**src/rtl/mcpu_alu_mc.sv**
```systemverilog
// Multi-cycle MCPU ALU. Single-cycle logic/arithmetic ops, iterative 1-bit/cycle
// shifts and rotate, and a shift-add multiplier behind a start/busy/done handshake.
module mcpu_alu_mc #(
   parameter int DATA_WIDTH = 32,
   parameter int SHAMT_W    = 5
) (
   input  logic                  clk,
   input  logic                  reset,
   input  logic                  start,
   input  logic [3:0]            op,
   input  logic [DATA_WIDTH-1:0] a,
   input  logic [DATA_WIDTH-1:0] b,
   input  logic [SHAMT_W-1:0]    amount,
   output logic                  busy,
   output logic                  done,
   output logic [DATA_WIDTH-1:0] d_out,
   output logic                  carry_out,
   output logic                  zero_out
);

   localparam int W  = DATA_WIDTH;
   localparam int CW = SHAMT_W + 1;

   localparam logic [3:0] OP_ADD = 4'b0000;
   localparam logic [3:0] OP_SUB = 4'b0001;
   localparam logic [3:0] OP_AND = 4'b0010;
   localparam logic [3:0] OP_OR  = 4'b0011;
   localparam logic [3:0] OP_XOR = 4'b0100;
   localparam logic [3:0] OP_PA  = 4'b0101;
   localparam logic [3:0] OP_PB  = 4'b0110;
   localparam logic [3:0] OP_SHL = 4'b1000;
   localparam logic [3:0] OP_SHR = 4'b1001;
   localparam logic [3:0] OP_ASR = 4'b1010;
   localparam logic [3:0] OP_ROL = 4'b1011;
   localparam logic [3:0] OP_MUL = 4'b1100;

   typedef enum logic [1:0] {S_IDLE, S_SHIFT, S_MUL} state_t;

   state_t           r_state, w_state_nxt;
   logic             w_accept, w_fin;
   logic             r_pend, r_done, r_carry, r_zero;
   logic [3:0]       r_op;
   logic [W-1:0]     r_a, r_b, r_sh, r_dout;
   logic [2*W-1:0]   r_acc;
   logic [CW-1:0]    r_cnt;
   logic [W:0]       w_single, w_step;
   logic [2*W-1:0]   w_mul;
   logic [W-1:0]     w_res;
   logic             w_res_c;

   // Returns {carry, result}; a shift with amount 0 lands here and passes a through.
   function automatic logic [W:0] alu_single(input logic [3:0] f, input logic [W-1:0] x,
                                             input logic [W-1:0] y);
      logic [W:0] r;
      case (f)
         OP_ADD:  r = {1'b0, x} + {1'b0, y};
         OP_SUB:  r = {1'b0, x} + {1'b0, ~y} + (W+1)'(1);
         OP_AND:  r = {1'b0, x & y};
         OP_OR:   r = {1'b0, x | y};
         OP_XOR:  r = {1'b0, x ^ y};
         OP_PA:   r = {1'b0, x};
         OP_PB:   r = {1'b0, y};
         OP_SHL, OP_SHR, OP_ASR, OP_ROL: r = {1'b0, x};
         default: r = '0;
      endcase
      return r;
   endfunction

   // One shift/rotate step: {bit shifted out, new value}.
   function automatic logic [W:0] shift_step(input logic [1:0] f, input logic [W-1:0] v);
      logic [W:0] r;
      case (f)
         2'b00:   r = {v[W-1], v[W-2:0], 1'b0};
         2'b01:   r = {v[0], 1'b0, v[W-1:1]};
         2'b10:   r = {v[0], v[W-1], v[W-1:1]};
         default: r = {v[W-1], v[W-2:0], v[W-1]};
      endcase
      return r;
   endfunction

   // One shift-add iteration; the adder carry becomes the new accumulator MSB.
   function automatic logic [2*W-1:0] mul_step(input logic [2*W-1:0] acc, input logic [W-1:0] x);
      logic [W:0] s;
      s = {1'b0, acc[2*W-1:W]} + {1'b0, (acc[0] ? x : {W{1'b0}})};
      return {s, acc[W-1:1]};
   endfunction

   always_comb begin
      w_state_nxt = r_state;
      w_accept    = 1'b0;
      w_fin       = 1'b0;
      case (r_state)
         S_IDLE: begin
            if (start) begin
               w_accept = 1'b1;
               if (op == OP_MUL)
                  w_state_nxt = S_MUL;
               else if (op[3:2] == 2'b10 && amount != '0)
                  w_state_nxt = S_SHIFT;
            end
         end
         S_SHIFT, S_MUL: begin
            if (r_cnt == CW'(1)) begin
               w_fin       = 1'b1;
               w_state_nxt = S_IDLE;
            end
         end
         default: w_state_nxt = S_IDLE;
      endcase
   end

   always_ff @(posedge clk) begin
      if (reset) r_state <= S_IDLE;
      else       r_state <= w_state_nxt;
   end

   always_comb begin
      w_single = alu_single(r_op, r_a, r_b);
      w_step   = shift_step(r_op[1:0], r_sh);
      w_mul    = mul_step(r_acc, r_a);
      w_res    = w_single[W-1:0];
      w_res_c  = w_single[W];
      if (r_state == S_SHIFT) begin
         w_res   = w_step[W-1:0];
         w_res_c = w_step[W];
      end else if (r_state == S_MUL) begin
         w_res   = w_mul[W-1:0];
         w_res_c = |w_mul[2*W-1:W];
      end
   end

   // Operand capture and iteration state
   always_ff @(posedge clk) begin
      if (w_accept) begin
         r_op  <= op;
         r_a   <= a;
         r_b   <= b;
         r_sh  <= a;
         r_acc <= {{W{1'b0}}, b};
         r_cnt <= (op == OP_MUL) ? CW'(W) : {1'b0, amount};
      end else if (r_state == S_SHIFT) begin
         r_sh  <= w_step[W-1:0];
         r_cnt <= r_cnt - CW'(1);
      end else if (r_state == S_MUL) begin
         r_acc <= w_mul;
         r_cnt <= r_cnt - CW'(1);
      end
   end

   // Result registers: written only on the edge that raises done
   always_ff @(posedge clk) begin
      if (reset) begin
         r_pend  <= 1'b0;
         r_done  <= 1'b0;
         r_dout  <= '0;
         r_carry <= 1'b0;
         r_zero  <= 1'b0;
      end else begin
         r_pend <= w_accept && (w_state_nxt == S_IDLE);
         r_done <= r_pend | w_fin;
         if (r_pend | w_fin) begin
            r_dout  <= w_res;
            r_carry <= w_res_c;
            r_zero  <= (w_res == '0);
         end
      end
   end

   assign busy      = (r_state != S_IDLE);
   assign done      = r_done;
   assign d_out     = r_dout;
   assign carry_out = r_carry;
   assign zero_out  = r_zero;

endmodule
```
**config.mk**
```make
export PLATFORM = sky130hd
export DESIGN_NAME = mcpu_alu_mc
export DESIGN_NICKNAME = d
export VERILOG_FILES = /design/src/rtl/mcpu_alu_mc.sv
export SDC_FILE = /design/constraint.sdc
export NUM_CORES = 1
export LEC_CHECK = 0
export ABC_AREA = 1
export CELL_PAD_IN_SITES_DETAIL_PLACEMENT = 1
export CELL_PAD_IN_SITES_GLOBAL_PLACEMENT = 1
export CORE_ASPECT_RATIO = 1.4
export CORE_MARGIN = 2
export CORE_UTILIZATION = 25
export DETAILED_ROUTE_END_ITERATION = 10
export HOLD_SLACK_MARGIN = 0.05
export PLACE_DENSITY_LB_ADDON = 0.12
export SYNTH_ARGS = -nofsm -noshare
export SYNTH_HDL_FRONTEND = slang
export SYNTH_SLANG_ARGS = --single-unit
```
**constraint.sdc**
```tcl
create_clock -name clk -period 7.17 [get_ports clk]
set_clock_uncertainty 0.15 [all_clocks]
set_input_delay 0.717 -clock clk [delete_from_list [all_inputs] [get_ports clk]]
set_output_delay 0.717 -clock clk [all_outputs]
set_load 0.05 [all_outputs]
```
Yosys cells after proc, flatten, opt, wreduce, memory -nomap -nowiden
Index checks and enable logic that the tools add are counted.

Bits of input ports: 76. Bits in registers: 208. Logic and storage cells: 84.

Equal/unequal tests: 18. Bitwise logic cells: 6. $add $sub $neg: 5. Reductions and logical operators: 17. Muxes and demuxes: 25.

Operators by type and width (count): 32-bit 2-to-1 mux (8); 33-bit one-hot mux with 7 select lines (1); 32-bit by 32-bit adder with 33-bit output (3); 33-bit one-hot mux with 3 select lines (1); 33-bit by 1-bit adder with 33-bit output (second input constant) (1); 32-bit bitwise AND (1); 32-bit logical NOT (1); 32-bit inverter (1); 32-bit bitwise OR (1); 32-bit OR reduction (1); 32-bit XOR (1); 6-bit 2-to-1 mux (4); 4-bit equality test (second input constant) (5); 4-bit by 3-bit equality test with 1-bit output (second input constant) (3); 4-bit by 2-bit equality test with 1-bit output (second input constant) (2); 2-bit 2-to-1 mux (4); 2-bit equality test (second input constant) (3); 6-bit by 1-bit equality test with 1-bit output (second input constant) (1); 2-bit logical NOT (3); 1-bit 2-to-1 mux (6); 2-bit nonzero test (3); 6-bit by 1-bit subtractor with 6-bit output (second input constant) (1); 5-bit nonzero test (1); 5-bit OR reduction (1); 11 further kinds (14).

Logic depth before layout (Yosys ltp)
Gate-level depths: netlist (run 1).

Depth after elaboration: 8. Gate-level depth with buffers: 24. Depth with buffers taken out: 24.

Least setup slack after synthesis (run 1)
OpenSTA, ideal clock, no wires.

Kind: in2reg. Start: input start. End: register r_a[0] (enable). Data required time: 6561 ps. Path buffers: 3. Stages: 5. Arrival time: 3389 ps. Path slack: 3173 ps. Cell sequence: nand2_1 clkbuf_1 inv_2 clkbuf_1 clkbuf_1.

Word-level cells in the longest chain between the ends: 2.

Ends and longest elaborated chain: from (decl) (RTL line 9) `input logic start,`; 1-bit 2-to-1 mux (RTL line 94) `if (start) begin`; 1-bit 2-to-1 mux (RTL line 92) `case (r_state)`; via w_accept (RTL line 40) `logic w_accept, w_fin;`; to (signal assigned) (RTL line 136) `r_a <= a;`; to (decl) (RTL line 43) `logic [W-1:0] r_a, r_b, r_sh, r_dout;`.

The timed path passes the listed nets, and every way through them passes these cells. A chain may end at the register's enable or synchronous reset.

Final worst setup path (run 1)
Start: register r_a[23]. End: register r_zero, in the netlist zero_out.

Word-level cells in the longest chain between the ends: 6.

Ends and longest elaborated chain: 32-bit by 32-bit adder with 33-bit output (RTL line 57) `OP_SUB: r = {1'b0, x} + {1'b0, ~y} + (W+1)'(1);`; 33-bit by 1-bit adder with 33-bit output (RTL line 57); 33-bit one-hot mux with 7 select lines * (RTL line 55) `case (f)`; 32-bit 2-to-1 mux * (RTL line 126) `end else if (r_state == S_MUL) begin`; 32-bit 2-to-1 mux * (RTL line 123) `if (r_state == S_SHIFT) begin`; 32-bit logical NOT * (RTL line 164) `r_zero <= (w_res == '0);`; to (signal assigned) (RTL line 164); to (decl) (RTL line 41) `logic r_pend, r_done, r_carry, r_zero;`.

Mark *: on every way between the ends. The rest lies on a longest branch, timed or not.

==> impl_results.md, run 1 <==
- Synthesized area: 0.01769 mm^2
- R2r setup slk: 3.00 ns
- Vias in the first global route: 19650
- Post_cts resized: 0
- Final Instance Count excl. Fillers: 3729
- I/O Buffers: 111
- Worst setup margin: 2.996 ns
- CTS tree: built
- Relative slew slack: 22.30%
- Yosys top cell by area: edfxtp_1
- Peak supply drop: 140.2 uV
- Setup crit start: r_a[23]
- Total GRT Usage: 23.24%
- Final Max Tran Viols: 0
- Die area: 0.07292 mm^2
- Largest net degree at the start of global routing: 74
- Syn_area_per_cell: 6.527 um^2
- Setup TNS: 0 ns
- I/O pin count: 112
- CP Max Fanout: 7
- Synth Instances: 2710
- CTS Buf Count: 25
- Top post-synthesis cells by area: edfxtp_1, nand2_1, ha_1
- Final ANT Viol Nets: 0
- Worst Setup EP: zero_out
- FILL cells: 8986
- Post-route core utilization: 29.13%
- Max_cap viols: 0
- CTS Sinks: 208
- Die height: 318.7 um
- Final Cycle Share: 58.22%
- Multi-input logic area: 0.01029 mm^2
- Clk buf depth: 3
- P per Cell Area: 200.0 mW/mm^2
- Worst slack, placed: 2.964 ns
- Yosys reg bits: 208
- Total wire length: 85880 um
- Synth Net Count: 2932
- Synthesis-to-finish area growth: 15.63%
- Max Fclk: 239.6 MHz
- Grt ovf: 0
- Die X: 228.8 um
- Crit end category: flop
- Wire length per cell: 23.03 um
- Initial Util: 25.19%
- Part of the Yosys area used for sequential elements: 31.35%
- RSZ-0062 raised after global routing: no
- Synth async-reset ratio: 0%
- WP data required: 7.50 ns
- Vias per cell: 4.917
- Worst Reg-to-Reg Cells: 17
- Sequential cell area: 0.005545 mm^2
- # Post-CTS Setup Buffers: 0
- Top cell type's share of synthesized area: 23.43%
- Yosys synthesis warning count: 0
- Fin. Hold Viols: 0
- RR Endpoint: zero_out
- Total core area: 0.07022 mm^2
- DRC viols: 0
- Rows: 115
- DRT Pass-1 Iters: 5
- Initial DRC count: 981
- Run status: finished clean
- Final hold slack: 0.3260 ns
- Layout cell share with drive strength beyond 1: 3.259%
- Root buf cell: clkbuf_16
- Routed vias: 18340
- DP Cell Count: 3682
- Worst hold path type: reg -> reg
- Critical Path Start Type: flop
- CTS clock-pin slew for the worst setup and hold paths: 0.06 ns
- Top FF cell, synth: edfxtp_1
- H-tree depth: 1
- Slew @ Worst Pin: 1.163 ns
- Critical Path AT: 4.51 ns
- Number of synthesized flops with an enable pin: 138
- Reg-to-reg startpoint: r_a[23]
- Min cycle time layout: 4.174 ns
- Hold Buf Count CTS: 0
- Final setup fails: 0
- Initial antenna violation count: 0
- CP Class: reg -> reg
- P_leak: 9.657 nW
- Clock latency on the worst-skew pair: 0.57 ns
- Post-DP HPWL: 70710 um
- RD Place Congestion: 0.9381
- Synth cell types: 47
- First-pass GRT wire length: 126500 um
- Final #Nets: 2995
==> through the flow <==
step,total power [mW],instance area (um^2)
after floorplan,2.323,17690
after global placement,2.853,19680
after detailed placement,2.869,19680
after CTS,4.142,20450
after global routing,4.321,20450
final,4.091,20450
==> sequential cells by signal (all words and copies together) (netlist names) <==
signal and flops:
r_a 32, r_state 2, r_sh 32, d_out 32
r_cnt 6, r_op 4, zero_out 1, r_b 32
r_acc 64, carry_out 1, r_pend 1, done 1
==> synth_stat cells, types with 3 or more instances <==
master	instances
a211oi_1	9
a21boi_0	4
a21o_1	9
a21oi_1	170
a221oi_1	3
a31oi_1	13
and3_1	4
buf_2	25
buf_4	9
buf_6	6
clkbuf_1	50
dfxtp_1	70
edfxtp_1	138
fa_1	3
ha_1	143
inv_1	371
inv_2	7
nand2_1	894
nand2_2	6
nand3_1	214
nand4_1	30
nor2_1	236
nor2_2	5
nor3_1	16
nor4_1	9
o2111ai_1	9
o211ai_1	3
o21a_1	4
o21ai_0	167
o21ai_1	9
o21bai_1	12
o22ai_1	20
or2_2	3
xnor2_1	9
xor2_1	12
==> critical path: stages, from the launching register on <==
cell	delay, ns
edfxtp_1	0.62
inv_1	0.09
ha_1	0.44
inv_1	0.20
nand2_1	0.16
nor4_1	0.71
nand3_1	0.39
nand3_1	0.17
nand2_1	0.06
nand3_1	0.12
nand3_1	0.18
nand2_1	0.10
nand2_1	0.08
nand2_1	0.08
nand2_1	0.15
nor2_1	0.14
nand4_1	0.09
a21oi_1	0.14
==> report_power, final <==
| group | total (mW) | switching (mW) | internal [mW] |
|---|---|---|---|
| logic | 1.34 | 0.962 | 0.376 |
| registers | 1.50 | 0.0881 | 1.41 |
| clock network | 1.25 | 0.565 | 0.688 |
==> worst min path at each step <==
stage                          from         to  slack (ns)  depth (start not counted)
final                     r_acc[39]  r_acc[39]        0.33                          2
after global routing      r_acc[39]  r_acc[39]        0.35                          2
after CTS                 r_acc[39]  r_acc[39]        0.33                          2
after detailed placement  r_acc[46]  r_acc[46]        0.31                          2
after global placement    r_acc[35]  r_acc[35]        0.29                          2
after floorplan           r_acc[32]  r_acc[32]        0.28                          2
==> layout by cell type (no fill, tap or decap), types with 12 or more instances in the layout <==
master / count
buf_4: 18
dfxtp_1: 70
inv_1: 371
nor3_1: 16
ha_1: 141
o22ai_1: 20
o21bai_1: 12
nor2_1: 233
nand3_1: 214
o21ai_0: 167
nand2_1: 892
edfxtp_1: 138
a21oi_1: 170
clkdlybuf4s50_1: 111
nand4_1: 30
xor2_1: 12
a31oi_1: 13
clkbuf_16: 27
==> cell type report <==
class / instances / share of cell area, %
Tap cell: 936 / 5.726
Multi-Input combinational cell: 2031 / 50.31
Clock buffer: 33 / 3.414
Antenna cell: 1 / 0.01224
Timing Repair Buffer: 129 / 6.093
Sequential cell: 208 / 27.11
Clock inverter: 13 / 0.3671
Inverter: 378 / 6.962
==> per-layer routing <==
| layer | vias up | track usage, % | routed length [um] |
|---|---|---|---|
| li1 | 8920 | - | - |
| met1 | 9001 | 27.11 | 35640 |
| met2 | 301 | 44.27 | 45130 |
| met3 | 114 | 1.254 | 1719 |
| met4 | 0 | 8.687 | 3388 |
| met5 | - | 0 | 0 |
==> logic make-up (layout without fill, tap and decap cells) <==
group,after synthesis,after routing,share of synthesized area [%]
AOI/OAI and AO/OA,441,441,13.72
xor gates and xnor gates,21,21,1.040
adders and majority gates,146,146,10.46
buffers and inverters,471,553,10.63
DFF,208,208,31.35
other,0,1,0
and+or+nand+nor,1423,1423,32.81
Power figures use the tool's default switching activity.
==> inputs of run 2 (changes only) <==
Clock period 7.17 ns to 3.6 ns, I/O delays scaled along.
==> run 2 against run 1 <==
Against the previous run:
- count of clock-buffer cells in the layout fell by 5
- total power up 120%
- worst setup slack worse by 2.8 ns
- final cell count rose by 4.5%
- design area up 9.0%
- maximum frequency is 21% higher
- first-iteration DRC count is 1.2% higher
- clock power grew 120%
- sequential share of layout area is 2.2 points lower
- critical path type unchanged
- highest routed layer unchanged
==> impl_results.md, run 2 (same netlist as run 1, synthesis figures left out) <==
- Hold Path Depth: 1
- Total GRT Usage: 23.58%
- Instance count on the critical path: 22
- Max Fclk: 289.9 MHz
- DRC viols: 0
- Worst slack, placed: -0.2357 ns
- CTS clock-pin slew for the worst setup and hold paths: 0.07 ns
- CP Max Fanout: 3
- Final Cycle Share: 95.80%
- Largest Register: r_acc
- Wire length per cell: 22.51 um
- I/O pin count: 112
- Post-route cell area: 0.02230 mm^2
- Run status: finished clean
- Clock latency on the worst-skew pair: 0.56 ns
- Final #Nets: 3167
- Final setup fails: 0
- Vias per cell: 4.852
- Die X: 228.8 um
- Worst setup margin: 0.1511 ns
- Clk buf depth: 3
- Worst Reg-to-Reg Cells: 22
- First-pass GRT wire length: 129100 um
- Final Max Tran Viols: 0
- Worst hold path type: in -> reg
- CP bufs+invs: 4
- Max_cap viols: 0
- P_leak: 10.59 nW
- Commonest non-fill, non-tap cell in the layout: nand2_1
- Rows: 115
- P per Cell Area: 395.5 mW/mm^2
- DP Cell Count: 3845
- Initial DRC count: 993
- H-tree depth: 1
- Reg-to-reg startpoint: r_a[0]
- Worst path slowest cell: fa_2
- Slew @ Worst Pin: 0.8204 ns
- Initial antenna violation count: 0
- Layout cell share with drive strength beyond 1: 12.12%
- Sequence of cells on the critical path: buf_6 > inv_2 > ha_4 > inv_2 > fa_2 > or2_4 > nand3_1 > o21ai_1 > nor2_1 > nand2_1 > nand2_1 > nand2_2 > nand2_2 > nand3_1 > nor2_2 > nand3_2 > nor2_1 > buf_4 > nand3_2 > nor2_2 > nand4_1 > a21oi_2
- Ant diodes: 0
- WP data required: 3.92 ns
- Peak supply drop: 266.5 uV
- Fin. Hold Viols: 0
- Worst Setup EP: zero_out
- R2r setup slk: 0.15 ns
- Min cycle time layout: 3.449 ns
- Cell Area, Placed: 0.02094 mm^2
- RD Place Congestion: 0.9420
- Largest register FFs: 64
- CP Class: reg -> reg
- Total wire length: 87750 um
- Final ANT Viol Nets: 0
- Slowest cell delay on critical path: 0.43 ns
- Die height: 318.7 um
- Hold Buf Count CTS: 0
- Die area: 0.07292 mm^2
- Setup TNS: 0 ns
- Largest net degree at the start of global routing: 73
- CTS tree: built
- CTS Sinks: 208
- RR Endpoint: zero_out
- Critical Path Start Type: flop
- Critical Path AT: 3.76 ns
- Most frequent cells in the layout: nand2_1, inv_1, nor2_1
- Vias in the first global route: 20190
- Post-DP HPWL: 72790 um
- Routed vias: 18910
- DRT Pass-1 Iters: 5
- Cell family with most CP delay: simple AND/OR/NAND/NOR gates
- CTS Buf Count: 23
- Total chip power: 8.819 mW
- Final hold slack: 0.2570 ns
- Crit end category: flop
- Setup crit start: r_a[0]
- Synthesis-to-finish area growth: 26.08%
- Grt ovf: 0
- I/O Buffers: 111
- Final Instance Count excl. Fillers: 3898
- Root buf cell: clkbuf_16
- Initial Util: 25.19%
- Total core area: 0.07022 mm^2
- Post-route core utilization: 31.76%
- Relative slew slack: 45.31%
==> run 2: cell types whose count changed in the layout (fill, tap and decap cells not counted), sizes merged <==
| cell | before | now |
|---|---|---|
| bufinv | 0 | 5 |
| clkbuf | 33 | 28 |
| buf | 18 | 192 |
| clkinv | 9 | 7 |
| clkinvlp | 2 | 0 |
| diode | 1 | 0 |
==> run 2: what timing repair did <==
| action | CTS | global route |
|---|---|---|
| gates resized for setup | 14 | 105 |
| setup buffers | 3 | 8 |
| pin swaps | 1 | 18 |
| endpoints found under the setup margin | 2 | 3 |
==> run 2: how the worst min path moves through the flow <==
stage          slack [ns]  startpoint        end
6_report             0.26       a[15]    r_a[15]
5_1_grt              0.24       a[15]    r_a[15]
4_1_cts              0.23       a[15]    r_a[15]
3_5_place_dp         0.32   r_acc[45]  r_acc[45]
3_3_place_gp         0.31   r_acc[32]  r_acc[32]
2_1_floorplan        0.28       reset   zero_out
==> run 2: cell type report <==
cell class / count / area [um^2]
multi-input combinational: 2031 / 10690
timing repair buffer: 303 / 2623
inverter: 378 / 1426
clock inverter: 14 / 210.2
sequential: 208 / 5545
tap: 936 / 1171
fill: 8967 / 47920
clock buffer: 28 / 635.6
==> run 2: routing by layer <==
metal	track usage (%)	vias up	wire [um]
met5	0	-	0
met3	1.083	103	1742
li1	-	9261	-
met2	43.32	291	44390
met4	8.110	0	3375
met1	29.21	9259	38240
==> run 2: power by group <==
group / internal, mW / switching [mW] / leakage [nW]
Clock: 1.63 / 1.15 / 0.418
Sequential: 2.81 / 0.142 / 1.92
Combinational: 1.03 / 2.06 / 8.25
Total: 5.46 / 3.36 / 10.6
